===== src/rtl/capture_readout_ctrl_if.sv =====
// rtl/capture_readout_ctrl_if.sv - capture/readout control and stream signals with master/slave views
interface capture_readout_ctrl_if #(
    parameter int DATA_W = 8,
    parameter int AW     = 9
);
    logic              in_enable;
    logic              in_measure_sig;
    logic              in_sample_stb;
    logic [DATA_W-1:0] in_addata;
    logic              in_rd_ready;
    logic [DATA_W-1:0] out_rd_data;
    logic              out_rd_valid;
    logic              out_frame_busy;
    logic              out_frame_end;
    logic              out_overflow;
    logic [AW:0]       out_level;

    modport master (
        output in_enable, in_measure_sig, in_sample_stb, in_addata, in_rd_ready,
        input  out_rd_data, out_rd_valid, out_frame_busy, out_frame_end, out_overflow, out_level
    );

    modport slave (
        input  in_enable, in_measure_sig, in_sample_stb, in_addata, in_rd_ready,
        output out_rd_data, out_rd_valid, out_frame_busy, out_frame_end, out_overflow, out_level
    );
endinterface


===== src/rtl/capture_readout_ctrl.sv =====
// rtl/capture_readout_ctrl.sv - buffers ADC samples during a measure window, then drains one frame downstream
module capture_readout_ctrl #(
    parameter int  DATA_W       = 8,
    parameter int  DEPTH        = 512,
    parameter int  READ_NUM     = 405,
    parameter int  FLUSH_ON_END = 1,
    localparam int AW           = $clog2(DEPTH)
) (
    input logic                    in_clk,
    input logic                    in_rst,
    capture_readout_ctrl_if.slave  bus
);
    typedef enum logic [1:0] {S_IDLE, S_CAPTURE, S_DRAIN, S_DONE} state_t;

    localparam logic [AW:0]   DEPTH_L    = (AW+1)'(DEPTH);
    localparam logic [AW:0]   READ_NUM_L = (AW+1)'(READ_NUM);
    localparam logic [AW:0]   LVL_ONE    = {{AW{1'b0}}, 1'b1};
    localparam logic [AW-1:0] PTR_ONE    = {{(AW-1){1'b0}}, 1'b1};

    state_t            state_q;
    logic [DATA_W-1:0] mem [DEPTH];
    logic [DATA_W-1:0] ram_dout_q;
    logic [DATA_W-1:0] rd_data_q;
    logic [AW-1:0]     wr_ptr_q;
    logic [AW-1:0]     rd_ptr_q;
    logic [AW:0]       level_q;
    logic [AW:0]       frame_left_q;
    logic [1:0]        rd_wait_q;
    logic              meas_q;
    logic              rd_valid_q;
    logic              busy_q;
    logic              frame_end_q;
    logic              overflow_q;

    logic              full_d;
    logic              wr_en_d;
    logic              meas_fall_d;
    logic              xfer_d;
    logic [AW:0]       level_wr_d;

    always_comb begin
        full_d      = (level_q == DEPTH_L);
        wr_en_d     = bus.in_enable && (state_q == S_CAPTURE) && bus.in_sample_stb && !full_d;
        meas_fall_d = meas_q && !bus.in_measure_sig;
        xfer_d      = rd_valid_q && bus.in_rd_ready;
        level_wr_d  = wr_en_d ? level_q + LVL_ONE : level_q;
    end

    // Registered read port: data for rd_ptr_q appears one cycle after the pointer settles.
    always_ff @(posedge in_clk) begin
        if (wr_en_d) begin
            mem[wr_ptr_q] <= bus.in_addata;
        end
        ram_dout_q <= mem[rd_ptr_q];
    end

    always_ff @(posedge in_clk or posedge in_rst) begin
        if (in_rst) begin
            state_q      <= S_IDLE;
            rd_data_q    <= '0;
            wr_ptr_q     <= '0;
            rd_ptr_q     <= '0;
            level_q      <= '0;
            frame_left_q <= '0;
            rd_wait_q    <= 2'd0;
            meas_q       <= 1'b0;
            rd_valid_q   <= 1'b0;
            busy_q       <= 1'b0;
            frame_end_q  <= 1'b0;
            overflow_q   <= 1'b0;
        end else begin
            meas_q      <= bus.in_measure_sig;
            frame_end_q <= 1'b0;
            if (!bus.in_enable) begin
                state_q    <= S_IDLE;
                wr_ptr_q   <= '0;
                rd_ptr_q   <= '0;
                level_q    <= '0;
                rd_wait_q  <= 2'd0;
                rd_valid_q <= 1'b0;
                busy_q     <= 1'b0;
            end else begin
                unique case (state_q)
                    S_IDLE: begin
                        if (bus.in_measure_sig) begin
                            state_q    <= S_CAPTURE;
                            overflow_q <= 1'b0;
                        end
                    end
                    S_CAPTURE: begin
                        if (wr_en_d) begin
                            wr_ptr_q <= wr_ptr_q + PTR_ONE;
                        end
                        if (bus.in_sample_stb && full_d) begin
                            overflow_q <= 1'b1;
                        end
                        level_q <= level_wr_d;
                        if (meas_fall_d) begin
                            if (level_wr_d != '0) begin
                                state_q      <= S_DRAIN;
                                busy_q       <= 1'b1;
                                rd_wait_q    <= 2'd2;
                                frame_left_q <= (level_wr_d < READ_NUM_L) ? level_wr_d : READ_NUM_L;
                            end else begin
                                state_q     <= S_DONE;
                                frame_end_q <= 1'b1;
                                if (FLUSH_ON_END != 0) begin
                                    wr_ptr_q <= '0;
                                    rd_ptr_q <= '0;
                                end
                            end
                        end
                    end
                    S_DRAIN: begin
                        if (xfer_d) begin
                            rd_valid_q   <= 1'b0;
                            rd_ptr_q     <= rd_ptr_q + PTR_ONE;
                            level_q      <= level_q - LVL_ONE;
                            frame_left_q <= frame_left_q - LVL_ONE;
                            if (frame_left_q == LVL_ONE) begin
                                state_q     <= S_DONE;
                                busy_q      <= 1'b0;
                                frame_end_q <= 1'b1;
                                if (FLUSH_ON_END != 0) begin
                                    wr_ptr_q <= '0;
                                    rd_ptr_q <= '0;
                                    level_q  <= '0;
                                end
                            end else begin
                                rd_wait_q <= 2'd2;
                            end
                        end else if (!rd_valid_q) begin
                            // Two-step fetch: pointer -> RAM register -> output register.
                            if (rd_wait_q == 2'd1) begin
                                rd_valid_q <= 1'b1;
                                rd_data_q  <= ram_dout_q;
                            end
                            if (rd_wait_q != 2'd0) begin
                                rd_wait_q <= rd_wait_q - 2'd1;
                            end
                        end
                    end
                    S_DONE: begin
                        state_q <= S_IDLE;
                    end
                endcase
            end
        end
    end

    assign bus.out_rd_data    = rd_data_q;
    assign bus.out_rd_valid   = rd_valid_q;
    assign bus.out_frame_busy = busy_q;
    assign bus.out_frame_end  = frame_end_q;
    assign bus.out_overflow   = overflow_q;
    assign bus.out_level      = level_q;
endmodule

===== src/flat_wrapper.sv =====
// flat-port wrapper written by rule: the top's interface ports become plain ports
module capture_readout_ctrl_flat 
#(
    parameter int  DATA_W       = 8,
    parameter int  DEPTH        = 512,
    parameter int  READ_NUM     = 405,
    parameter int  FLUSH_ON_END = 1,
    localparam int AW           = $clog2(DEPTH)
)
  (in_clk, in_rst, bus_in_enable, bus_in_measure_sig, bus_in_sample_stb, bus_in_addata, bus_in_rd_ready, bus_out_rd_data, bus_out_rd_valid, bus_out_frame_busy, bus_out_frame_end, bus_out_overflow, bus_out_level);
  capture_readout_ctrl_if #(.DATA_W(DATA_W)) bus_i ();
  input logic in_clk;
  input logic in_rst;
  input wire logic [$bits(bus_i.in_enable)-1:0] bus_in_enable;
  input wire logic [$bits(bus_i.in_measure_sig)-1:0] bus_in_measure_sig;
  input wire logic [$bits(bus_i.in_sample_stb)-1:0] bus_in_sample_stb;
  input wire logic [$bits(bus_i.in_addata)-1:0] bus_in_addata;
  input wire logic [$bits(bus_i.in_rd_ready)-1:0] bus_in_rd_ready;
  output wire logic [$bits(bus_i.out_rd_data)-1:0] bus_out_rd_data;
  output wire logic [$bits(bus_i.out_rd_valid)-1:0] bus_out_rd_valid;
  output wire logic [$bits(bus_i.out_frame_busy)-1:0] bus_out_frame_busy;
  output wire logic [$bits(bus_i.out_frame_end)-1:0] bus_out_frame_end;
  output wire logic [$bits(bus_i.out_overflow)-1:0] bus_out_overflow;
  output wire logic [$bits(bus_i.out_level)-1:0] bus_out_level;
  assign bus_i.in_enable = bus_in_enable;
  assign bus_i.in_measure_sig = bus_in_measure_sig;
  assign bus_i.in_sample_stb = bus_in_sample_stb;
  assign bus_i.in_addata = bus_in_addata;
  assign bus_i.in_rd_ready = bus_in_rd_ready;
  assign bus_out_rd_data = bus_i.out_rd_data;
  assign bus_out_rd_valid = bus_i.out_rd_valid;
  assign bus_out_frame_busy = bus_i.out_frame_busy;
  assign bus_out_frame_end = bus_i.out_frame_end;
  assign bus_out_overflow = bus_i.out_overflow;
  assign bus_out_level = bus_i.out_level;
  capture_readout_ctrl #(.DATA_W(DATA_W), .DEPTH(DEPTH), .READ_NUM(READ_NUM), .FLUSH_ON_END(FLUSH_ON_END)) u_core (.in_clk(in_clk), .in_rst(in_rst), .bus(bus_i));
endmodule

===== config.mk =====
export PLATFORM = sky130hd
export DESIGN_NAME = capture_readout_ctrl_flat
export DESIGN_NICKNAME = d
export VERILOG_FILES = /design/src/rtl/capture_readout_ctrl_if.sv /design/src/rtl/capture_readout_ctrl.sv /design/src/flat_wrapper.sv
export SDC_FILE = /design/constraint.sdc
export NUM_CORES = 2
export LEC_CHECK = 0
export BUFFER_PORTS_ARGS = -buffer_cell sky130_fd_sc_hd__buf_2
export CORE_UTILIZATION = 30
export CTS_CLUSTER_DIAMETER = 200
export DETAILED_ROUTE_END_ITERATION = 7
export GPL_ROUTABILITY_DRIVEN = 0
export GPL_TIMING_DRIVEN = 0
export MAX_ROUTING_LAYER = met4
export SKIP_CTS_REPAIR_TIMING = 1
export SLEW_MARGIN = 20
export SYNTH_ARGS = -nofsm -noshare
export SYNTH_HDL_FRONTEND = slang
export SYNTH_SLANG_ARGS = --single-unit

===== constraint.sdc =====
create_clock -name in_clk -period 6.5 [get_ports in_clk]
set_input_delay 1.625 -clock in_clk [delete_from_list [all_inputs] [get_ports in_clk]]
set_output_delay 1.625 -clock in_clk [all_outputs]
set_load 0.01 [all_outputs]

==> implementation parameters <==
Parameter                              Value

Power and ir drop
  VDD IR-drop max    between 200 and 300 µV
  Clock network power share    0.403
  Standby leakage power    55.9 nW
  Switching Share    0.246
  Part of the power in combinational logic    0.104
  Final Power    approximately 0.060 W
  Cell Pwr Density    between 300 and 400 nW/µm²
  Internal power contribution    around 0.045 W
  Net switching power    around 0.015 W
  Seq pwr share    0.494

Finish
  Non-filler instance count after layout    between 15000 and 20000
  Final nets    approximately 8700
  Utilization after layout    0.348
  Finished layout cell area    approximately 190000 µm²
  Area growth syn-to-layout    15.7%
  Share of post-route cells with drive strength above 1    0.218

Synthesis
  Most area-consuming cells after synthesis    sky130_fd_sc_hd__edfxtp_1 75%, sky130_fd_sc_hd__mux4_2 12%, sky130_fd_sc_hd__mux2i_1 2.4%
  Number of standard cells after synthesis    8100
  Syn Area/Cell    20.1 µm²
  Mapped cell area    between 150000 and 200000 µm²
  Cell taking the most area after synthesis    sky130_fd_sc_hd__edfxtp_1
  Number of flops mapped to enable cells by yosys    about 4000
  Yosys top cell area share    0.755
  Sequential area share after synthesis    0.764
  Yosys warning total    0
  Distinct cell type count of the synthesized netlist    79
  Post-Synthesis Net Count    ~8000
  Synth cell count leaders    4096 x sky130_fd_sc_hd__edfxtp_1, 840 x sky130_fd_sc_hd__mux4_2, 571 x sky130_fd_sc_hd__nor2_1
  Most instantiated library cell after synthesis    sky130_fd_sc_hd__edfxtp_1
  Number of register bits inferred by synthesis    4159
  Share of flip-flops with an asynchronous set or reset    0.0132
  Prevailing post-synth register cell    sky130_fd_sc_hd__edfxtp_1

Worst setup path
  Kind of critical path    flip-flop to flip-flop
  Worst Path Arrival    approximately 7.6 ns
  Combined buffer and inverter count along the critical path    6
  Data required time at the worst endpoint    between 7 and 8 ns
  CP top delay family    buffers and inverters
  Crit-path most repeated cell    sky130_fd_sc_hd__buf_4
  Cell breakdown of the critical path    buf_2 > buf_4 > buf_4 > buf_4 > buf_2 > clkbuf_4 > nand2_1 > a311oi_1 > o22ai_1 > a41o_1 > a221oi_2
  CP startpoint kind    flip-flop
  Kind of end point of the critical path    flip-flop
  Critical path's largest stage delay    around 0.89 ns
  Worst path slowest cell    sky130_fd_sc_hd__a311oi_1
  Critical-path maximum fanout    10

Clock network
  Clock tree from TritonCTS    yes
  Buffers from clock root to sink, at most    4
  Clock latency of the later-clocked register in the worst-skew pair    around 1 ns
  Clk slew on worst S/H paths    about 0.06 ns
  Clock Root Buffer    sky130_fd_sc_hd__clkbuf_16
  Clock sink total    between 4000 and 5000
  Number of buffers created by CTS    around 410
  CTS H-Tree Depth    5

STA
  Highest achievable clock rate    0.149 GHz
  Minimum setup slack in the final design    -0.233 ns
  Ratio of final minimum period to clock period    1.04
  Count of final max-slew check failures    0
  Minimum clock period    between 6 and 7 ns
  Worst relative slew slack    0.0827
  Pin slew with the least headroom to its limit    1.37 ns
  Number of failing setup endpoints in the final timing report    6
  Fin Clk Skew    just over 0.1 ns
  Number of hold-slack violations in the final timing report    0
  Unrepaired setup endpoints after global routing    no
  Tightest hold margin    between 0.4 and 0.5 ns

Global routing
  Pin count of the biggest net entering global routing    between 100 and 150
  GRT overflow    0
  Number of global-route vias before repair    ~88000
  Global router's overall resource usage    0.209
  Number of antenna violations at the first check in global routing    63
  First-pass GRT wire length    approximately 760000 µm

Worst hold path
  Worst hold path class    flip-flop to flip-flop

Placement
  Post-Place Cells    between 15000 and 20000
  Input/output buffers    34
  Placed cell area    between 150000 and 200000 µm²
  Post-DP HPWL    397000 µm

Run status
  Outcome    finished, violations left
  Violated checks    negative setup slack

Floorplan
  Number of rows in the core area    270
  Width of the die    739 µm
  Area of the core region    541000 µm²
  IO Pins    36
  Die height    about 740 µm
  Die outline area    between 500000 and 600000 µm²
  Initial Utilization    0.301

Route
  Antenna Nets Post-Route    0
  Via count    between 90000 and 100k
  Total length of routed wires    about 580000 µm
  First-pass DRT Iterations    8
  First DRT Iteration DRCs    about 16000
  Post-detailed-route DRC marker count    0
  Average routed wire per standard cell    approximately 35 µm
  Detail-routed via count per cell    between 5 and 6

Flow run
  Max capacitance violation total    0
power by group through the flow:
stage	combinational [W]	clock (W)	sequential, W
finish	0.00621	0.0242	0.0296
global route	0.00632	0.0252	0.0296
CTS	0.00608	0.0242	0.0296
detailed placement	0.00607	0	0.0302
global placement	0.00590	0	0.0304
floorplan	0.00330	0	0.0302
metal layers:
layer	up-vias	GRT usage	routed length, µm
li1	34800	-	-
met1	48100	0.257	207000
met2	6942	0.302	251000
met3	1366	0.0677	76200
met4	0	0.123	40800
met5	-	-	0
cell usage in the layout (no fill, tap or decap), types with 98 or more instances in the layout:
cell type and n:
sky130_fd_sc_hd__edfxtp_1 4096, sky130_fd_sc_hd__mux4_2 840, sky130_fd_sc_hd__a211oi_1 151, sky130_fd_sc_hd__nor2b_1 98, sky130_fd_sc_hd__a22oi_1 222, sky130_fd_sc_hd__clkbuf_16 415
sky130_fd_sc_hd__mux2i_1 397, sky130_fd_sc_hd__nand2_1 235, sky130_fd_sc_hd__a21oi_1 170, sky130_fd_sc_hd__buf_2 147, sky130_fd_sc_hd__nor2_1 569, sky130_fd_sc_hd__clkbuf_1 275
state kept, by name, indices dropped and copies added (netlist names):
register                   cells
u_core.mem                  4096
u_core.bus.out_level          10
u_core.frame_left_q           10
u_core.rd_ptr_q                9
u_core.wr_ptr_q                9
u_core.bus.out_rd_data         8
u_core.ram_dout_q              8
u_core.rd_wait_q               2
u_core.state_q                 2
u_core.bus.out_frame_busy      1
u_core.bus.out_frame_end       1
u_core.bus.out_overflow        1
u_core.bus.out_rd_valid        1
u_core.meas_q                  1
worst paths after layout:
kind,startpoint,to,slack [ns],cells past startpoint
setup / recovery,u_core.rd_ptr_q[1]$_DFFE_PP0P_,u_core.ram_dout_q[0]$_DFF_P_,-0.23,11
hold / removal,u_core.ram_dout_q[6]$_DFF_P_,u_core.bus.out_rd_data[6]$_DFFE_PP0P_,0.46,1
setup reg to reg,u_core.rd_ptr_q[1]$_DFFE_PP0P_,u_core.ram_dout_q[0]$_DFF_P_,-0.23,11
hold reg to reg,u_core.ram_dout_q[6]$_DFF_P_,u_core.bus.out_rd_data[6]$_DFFE_PP0P_,0.46,1
max in group asynchronous,in_rst,u_core.bus.out_rd_data[1]$_DFFE_PP0P_,5.09,3
min in group asynchronous,in_rst,u_core.bus.out_level[4]$_DFFE_PP0P_,0.66,2
per-stage QoR:
stage | setup WS [ns] | setup TNS, ns
CTS | -0.0643 | -0.135
finish | -0.233 | -0.892
global route | 0.0621 | 0
detailed placement | -0.0688 | -0.141
global placement | -4.03 | -
floorplan | 2.62 | 0
cell type report:
type | instances | area, µm²
flip-flops and latches | 4159 | 125000
plain buffers | 530 | 3020
inverters | 20 | 77.6
multi-input cells | 3391 | 35500
repair buffers | 127 | 2610
clock inverters | 255 | 2700
diodes | 74 | 185
well taps | 7208 | 9020
clock buffers | 511 | 10800
fillers | 49600 | 352000
kinds of logic (layout without fill, tap and decap cells):
logic type	Yosys count	in the layout	synth area share
AO/OA/AOI/OAI	986	986	0.0426
XOR/XNOR	20	20	0.00108
adder cells (fa/ha/maj)	15	15	0.00115
buffers and inverters	550	1443	0.0183
flip-flops	4159	4159	0.764
multiplexers	1272	1272	0.143
other	0	74	0
AND/OR/NAND/NOR	1098	1098	0.0297
No activity file was read; power rests on OpenSTA's default activity.
